File: config.mk
export PLATFORM = sky130hd
export DESIGN_NAME = chacha_stream_ctrl
export DESIGN_NICKNAME = d
export VERILOG_FILES = /design/src/rtl/chacha_stream_ctrl.sv
export SDC_FILE = /design/constraint.sdc
export NUM_CORES = 2
export LEC_CHECK = 0
export ABC_AREA = 1
export CORE_AREA = 4 4 721 723
export DETAILED_ROUTE_END_ITERATION = 7
export DIE_AREA = 0 0 725 727
export PLACE_DENSITY = 0.35
export SETUP_SLACK_MARGIN = 0.3
export SYNTH_ARGS = -nofsm -noshare
export SYNTH_HDL_FRONTEND = slang
export SYNTH_SLANG_ARGS = --single-unit
File: constraint.sdc
create_clock -name clk -period 22.2 [get_ports clk]
set_input_delay 6.66 -clock clk [delete_from_list [all_inputs] [get_ports clk]]
set_output_delay 6.66 -clock clk [all_outputs]
set_load 0.02 [all_outputs]
File: src/rtl/chacha_stream_ctrl.sv
// chacha_stream_ctrl: packs a 32-bit plaintext stream into 512-bit blocks for
// chacha_core, issues init/next pulses, waits for the core result with a
// timeout, and serialises the result back out as 32-bit words.
// Build macro CHACHA_STREAM_STATS_EN adds the stat_blocks/stat_cycles counters.
module chacha_stream_ctrl #(
  parameter int TIMEOUT_CYCLES = 1024,
  parameter int TO_W           = 16
) (
  input  logic         clk,
  input  logic         rst,
  input  logic         start,
  input  logic [255:0] key_in,
  input  logic [63:0]  iv_in,
  input  logic [63:0]  ctr_in,
  input  logic [31:0]  s_word,
  input  logic         s_valid,
  input  logic         s_last,
  output logic         s_ready,
  output logic [31:0]  m_word,
  output logic         m_valid,
  output logic         m_last,
  input  logic         m_ready,
  output logic         core_init,
  output logic         core_next,
  output logic [255:0] core_key,
  output logic [63:0]  core_iv,
  output logic [63:0]  core_ctr,
  output logic [511:0] core_data_in,
  input  logic         core_ready,
  input  logic [511:0] core_data_out,
  input  logic         core_data_out_valid,
  output logic         busy,
  output logic         error
`ifdef CHACHA_STREAM_STATS_EN
  ,
  output logic [31:0]  stat_blocks,
  output logic [31:0]  stat_cycles
`endif
);

  typedef enum logic [2:0] {S_IDLE, S_FILL, S_ISSUE, S_WAIT, S_DRAIN, S_ERR} state_t;

  state_t            state_reg, state_next;
  logic [255:0]      key_reg;
  logic [63:0]       iv_reg, ctr_reg;
  logic [31:0]       blk_reg  [16];
  logic [31:0]       blk_next [16];
  logic [31:0]       cap_reg  [16];
  logic [3:0]        wcnt_reg, ocnt_reg;
  logic [4:0]        nwords_reg;
  logic              first_reg, last_msg_reg, error_reg;
  logic [TO_W-1:0]   to_cnt_reg;

  logic take_start, accept, closing, capture, timeout, out_final, out_fire, pulse;

  // start is only honoured when not busy (IDLE, or ERR to recover)
  assign take_start = start && (state_reg == S_IDLE || state_reg == S_ERR);
  assign accept     = (state_reg == S_FILL) && s_valid;
  assign closing    = accept && (wcnt_reg == 4'd15 || s_last);
  assign capture    = (state_reg == S_WAIT) && core_data_out_valid;
  assign timeout    = (state_reg == S_WAIT) && !core_data_out_valid &&
                      (to_cnt_reg == TO_W'(TIMEOUT_CYCLES - 1));
  assign out_final  = ({1'b0, ocnt_reg} == nwords_reg - 5'd1);
  assign out_fire   = (state_reg == S_DRAIN) && m_ready;
  assign pulse      = core_init || core_next;

  assign core_key = key_reg;
  assign core_iv  = iv_reg;
  assign core_ctr = ctr_reg;
  assign error    = error_reg;
  assign m_word   = cap_reg[ocnt_reg];

  // word 0 of the block sits in the most significant slot
  for (genvar gi = 0; gi < 16; gi++) begin : g_pack
    assign core_data_in[511 - 32*gi -: 32] = blk_reg[gi];
  end

  // State register
  always_ff @(posedge clk) begin
    if (rst) state_reg <= S_IDLE;
    else     state_reg <= state_next;
  end

  // Next-state and handshake/pulse outputs
  always_comb begin
    state_next = state_reg;
    s_ready    = 1'b0;
    core_init  = 1'b0;
    core_next  = 1'b0;
    m_valid    = 1'b0;
    m_last     = 1'b0;
    busy       = 1'b0;
    case (state_reg)
      S_IDLE: if (take_start) state_next = S_FILL;
      S_FILL: begin
        s_ready = 1'b1;
        busy    = 1'b1;
        if (closing) state_next = S_ISSUE;
      end
      S_ISSUE: begin
        busy = 1'b1;
        if (core_ready) begin
          core_init  = first_reg;
          core_next  = !first_reg;
          state_next = S_WAIT;
        end
      end
      S_WAIT: begin
        busy = 1'b1;
        if (capture)      state_next = S_DRAIN;
        else if (timeout) state_next = S_ERR;
      end
      S_DRAIN: begin
        busy    = 1'b1;
        m_valid = 1'b1;
        m_last  = last_msg_reg && out_final;
        if (out_fire && out_final) state_next = last_msg_reg ? S_IDLE : S_FILL;
      end
      S_ERR: if (take_start) state_next = S_FILL;
      default: state_next = S_IDLE;
    endcase
  end

  // Block assembly: write the accepted slot, zero the unused tail on close
  always_comb begin
    for (int k = 0; k < 16; k++) begin
      blk_next[k] = blk_reg[k];
      if (accept && wcnt_reg == 4'(k))        blk_next[k] = s_word;
      else if (closing && 4'(k) > wcnt_reg)   blk_next[k] = '0;
    end
  end

  // Datapath registers: message parameters, counters, capture, error flag
  always_ff @(posedge clk) begin
    if (rst) begin
      key_reg      <= '0;
      iv_reg       <= '0;
      ctr_reg      <= '0;
      wcnt_reg     <= '0;
      ocnt_reg     <= '0;
      nwords_reg   <= '0;
      first_reg    <= 1'b1;
      last_msg_reg <= 1'b0;
      error_reg    <= 1'b0;
      to_cnt_reg   <= '0;
      for (int k = 0; k < 16; k++) begin
        blk_reg[k] <= '0;
        cap_reg[k] <= '0;
      end
    end else begin
      if (take_start) begin
        key_reg    <= key_in;
        iv_reg     <= iv_in;
        ctr_reg    <= ctr_in;
        first_reg  <= 1'b1;
        error_reg  <= 1'b0;
        wcnt_reg   <= '0;
        ocnt_reg   <= '0;
        to_cnt_reg <= '0;
      end
      for (int k = 0; k < 16; k++) blk_reg[k] <= blk_next[k];
      if (accept) begin
        wcnt_reg <= wcnt_reg + 4'd1;
        if (closing) begin
          nwords_reg   <= {1'b0, wcnt_reg} + 5'd1;
          last_msg_reg <= s_last;
        end
      end
      if (pulse) begin
        first_reg  <= 1'b0;
        to_cnt_reg <= '0;
      end
      if (capture) begin
        for (int k = 0; k < 16; k++) cap_reg[k] <= core_data_out[511 - 32*k -: 32];
        to_cnt_reg <= '0;
      end else if (timeout) begin
        error_reg <= 1'b1;
      end else if (state_reg == S_WAIT) begin
        to_cnt_reg <= to_cnt_reg + 1'b1;
      end
      if (out_fire) begin
        if (out_final) begin
          ocnt_reg <= '0;
          if (!last_msg_reg) wcnt_reg <= '0;
        end else begin
          ocnt_reg <= ocnt_reg + 4'd1;
        end
      end
    end
  end

`ifdef CHACHA_STREAM_STATS_EN
  // Saturating statistics: core pulses issued and cycles spent waiting
  always_ff @(posedge clk) begin
    if (rst || take_start) begin
      stat_blocks <= '0;
      stat_cycles <= '0;
    end else begin
      if (pulse && stat_blocks != '1)                   stat_blocks <= stat_blocks + 32'd1;
      if (state_reg == S_WAIT && stat_cycles != '1)     stat_cycles <= stat_cycles + 32'd1;
    end
  end
`endif

endmodule

==> flow_metrics.env <==
export IMPL_clock_fmax_mhz=68.2
export IMPL_hold_viol=0
export IMPL_switching_share_pct=34.3
export IMPL_worstMarginPinSlew_ns=1.10
export IMPL_setup_tns_ns=0
export IMPL_via_per_inst=3.51
export IMPL_cts_made_buffers=197
export IMPL_clk_path_buf_depth=4
export IMPL_end_kind="output port"
export IMPL_multi_input_area_um2=19200
export IMPL_timing_max_cap_violations=0
export IMPL_overflow=0
export IMPL_cpPeakStageDelay_ns=0.62
export IMPL_coreArea_um2=513000
export IMPL_hp_class="reg -> reg"
export IMPL_start_kind="input port"
export IMPL_clk_pin_slew_ns=0.06
export IMPL_final_util_pct=17.9
export IMPL_internal_power_uw=5780
export IMPL_nets=9480
export IMPL_seq_area_um2=34100
export IMPL_crit_path_top_delay_cell="clkdlybuf4s50_1"
export IMPL_clock_root_buffer="clkbuf_16"
export IMPL_fin_skew_ns=0.0916
export IMPL_grt_pass1_wl_um=520000
export IMPL_vdd_drop_max_v=0.0000653
export IMPL_fin_crit_ns=14.67
export IMPL_yosysTopAreaCellShare_pct=32.0
export IMPL_p_per_area_nw_per_um2=95.9
export IMPL_avgSynthCellArea_um2=8.56
export IMPL_yosys_area_top_type="dfxtp_1"
export IMPL_dieHeight_um=727
export IMPL_cts_sinks=1447
export IMPL_p_seq_share_pct=36.6
export IMPL_die_area_um2=527000
export IMPL_grt_use_total_pct=14.4
export IMPL_drtIter0Drc=3790
export IMPL_num_vias=54500
export IMPL_firstDrtPassIters=7
export IMPL_cts_hold_repair_buffers=0
export IMPL_period_share_pct=66.1
export IMPL_ys_seq_area_share_pct=58.3
export IMPL_crit_path_cell_trace="clkdlybuf4s50_1 > nand3_1 > nor2_1 > clkdlybuf4s50_1"
export IMPL_die_w_um=725
export IMPL_post_cts_buffers=0
export IMPL_dp_hpwl_um=300000
export IMPL_setup_viol=0
export IMPL_wl_per_cell_um=25.7
export IMPL_arrival_ns=8.01
export IMPL_netlist_area_um2=58500
export IMPL_synth_seq_cells=1447
export IMPL_p_switching_uw=3010
export IMPL_synth_cell_types=43
export IMPL_drc_errors=0
export IMPL_antenna_found_initial=138
export IMPL_grt_pass1_vias=54500
export IMPL_synth_nets=7775
export IMPL_crit_path_max_fanout=3
export IMPL_wl_um=399000
export IMPL_critPathTopFamily="buffers and inverters"
export IMPL_crit_top_cell="clkdlybuf4s50_1"
export IMPL_area_delta_synth_final_pct=56.7
export IMPL_io_pins=1871
export IMPL_combPwrFrac_pct=25.6
export IMPL_whs_ns=0.461
export IMPL_synth_common_cells="nor2_1, dfxtp_1, inv_1"
export IMPL_synth_async_reset_ratio_pct=0
export IMPL_synth_edf_count=512
export IMPL_cp_required_ns=15.54
export IMPL_path_buf_inv=2
export IMPL_gp_congestion=0.825
export IMPL_maxSlewViolCount=0
export IMPL_rsz0062_at_grt="false"
export IMPL_synthFlopType="dfxtp_1"
export IMPL_synth_cells=6833
export IMPL_n_fill_cell=57600
export IMPL_clockPowerShare_pct=37.8
export IMPL_ant_nets=0
export IMPL_maxSlewHeadroom_pct=26.5
export IMPL_io_buffers=1870
export IMPL_grt_max_degree=167
export IMPL_synth_area_leaders="dfxtp_1, edfxtp_1, nor2_1, inv_1, a21oi_1"
export IMPL_drive_above_1_share_pct=5.94
export IMPL_rows=263
export IMPL_synth_most_common_cell="nor2_1"
export IMPL_status="complete, no violations"
export IMPL_p_leak_uw=0.0333
export IMPL_start_util_pct=11.4
export IMPL_path_class="in -> out"
export IMPL_cts_tree="done"
export IMPL_insertion_delay_ns=0.93
export IMPL_yosys_warnings=0
export IMPL_cts_resized=0
export IMPL_h_tree_depth=4
worst min-delay path, cell delays in order (launching register included):
cell and delay (ns):
dfxtp_1 0.31, nand2_1 0.06, a21oi_1 0.05
final timing paths:
| check | slack (ns) | startpoint | endpoint | cells past startpoint |
|---|---|---|---|---|
| worst min register to register | 0.46 | blk_reg[0][194]$_SDFFE_PP0P_ | blk_reg[0][194]$_SDFFE_PP0P_ | 2 |
| worst min-delay path | 0.46 | blk_reg[0][194]$_SDFFE_PP0P_ | blk_reg[0][194]$_SDFFE_PP0P_ | 2 |
| worst max-delay path | 7.53 | core_ready | core_next | 4 |
| worst max register to register | 17.29 | state_reg[0]$_SDFFE_PP0P_ | cap_reg[15][3]$_SDFFCE_PP0P_ | 8 |
power by group through the flow:
| stage | Sequential, µW | Clock [µW] | Combinational [µW] |
|---|---|---|---|
| 3_3_place_gp | 3270 | 0 | 2330 |
| 6_report | 3220 | 3320 | 2250 |
| 5_1_grt | 3260 | 3560 | 2440 |
| 4_1_cts | 3230 | 3470 | 2330 |
| 2_1_floorplan | 3560 | 0 | 750 |
| 3_5_place_dp | 3270 | 0 | 2310 |
cells in the final DEF, fill, tap and decap left out, drive strengths merged:
master / netlist / layout
clkdlybuf4s50: 0 / 1864
nor2: 1392 / 1392
dfxtp: 935 / 935
inv: 872 / 881
a21oi: 604 / 604
o21ai: 592 / 592
edfxtp: 512 / 512
nand3: 505 / 505
nand2: 477 / 477
clkbuf: 368 / 264
buf: 142 / 152
o211ai: 130 / 130
mux2i: 128 / 128
diode: 0 / 93
or2: 65 / 65
o22ai: 64 / 64
clkinv: 1 / 59
bufinv: 0 / 16
nor3: 15 / 15
nand4: 11 / 11
clkinvlp: 0 / 7
ha: 6 / 6
a31oi: 6 / 6
xor2: 5 / 5
a211oi: 1 / 1
o21a: 1 / 1
xnor2: 1 / 1
cells by family (layout without fill, tap and decap cells):
group / after synthesis / count (layout) / share of synthesized area [%]
AND/OR/NAND/NOR: 2465 / 2465 / 17.5
flip-flops: 1447 / 1447 / 58.3
AO/OA/AOI/OAI: 1398 / 1398 / 12.7
buffers and inverters: 1383 / 3243 / 9.16
multiplexers: 128 / 128 / 2.19
adder cells (fa/ha/maj): 6 / 6 / 0.128
XOR/XNOR: 6 / 6 / 0.0898
other: 0 / 93 / 0
metal layers:
metal  wire (µm)  vias up  GRT usage, %
li1            -    25700             -
met1      141000    26300          14.8
met2      209000     1909          27.1
met3       34000      488          5.19
met4       14300       50          4.47
met5         309        -             0
layout make-up:
| type | count | area share, % |
|---|---|---|
| Antenna cell | 93 | 0.254 |
| Clock buffer | 264 | 5.97 |
| Clock inverter | 90 | 1.15 |
| Inverter | 873 | 3.60 |
| Multi-Input combinational cell | 4003 | 20.9 |
| Sequential cell | 1447 | 37.2 |
| Tap cell | 6757 | 9.22 |
| Timing Repair Buffer | 2016 | 21.7 |
per-stage QoR:
stage,instance area [µm²],power (µW),setup WS (ns),cells
2_1_floorplan,58500,4310,1.13,6833
3_3_place_gp,84900,5600,7.45,15100
3_5_place_dp,84900,5590,7.53,15100
4_1_cts,91400,9020,7.52,15500
5_1_grt,91600,9250,7.43,15500
6_report,91700,8790,7.53,15500
Power figures use the tool's default switching activity.
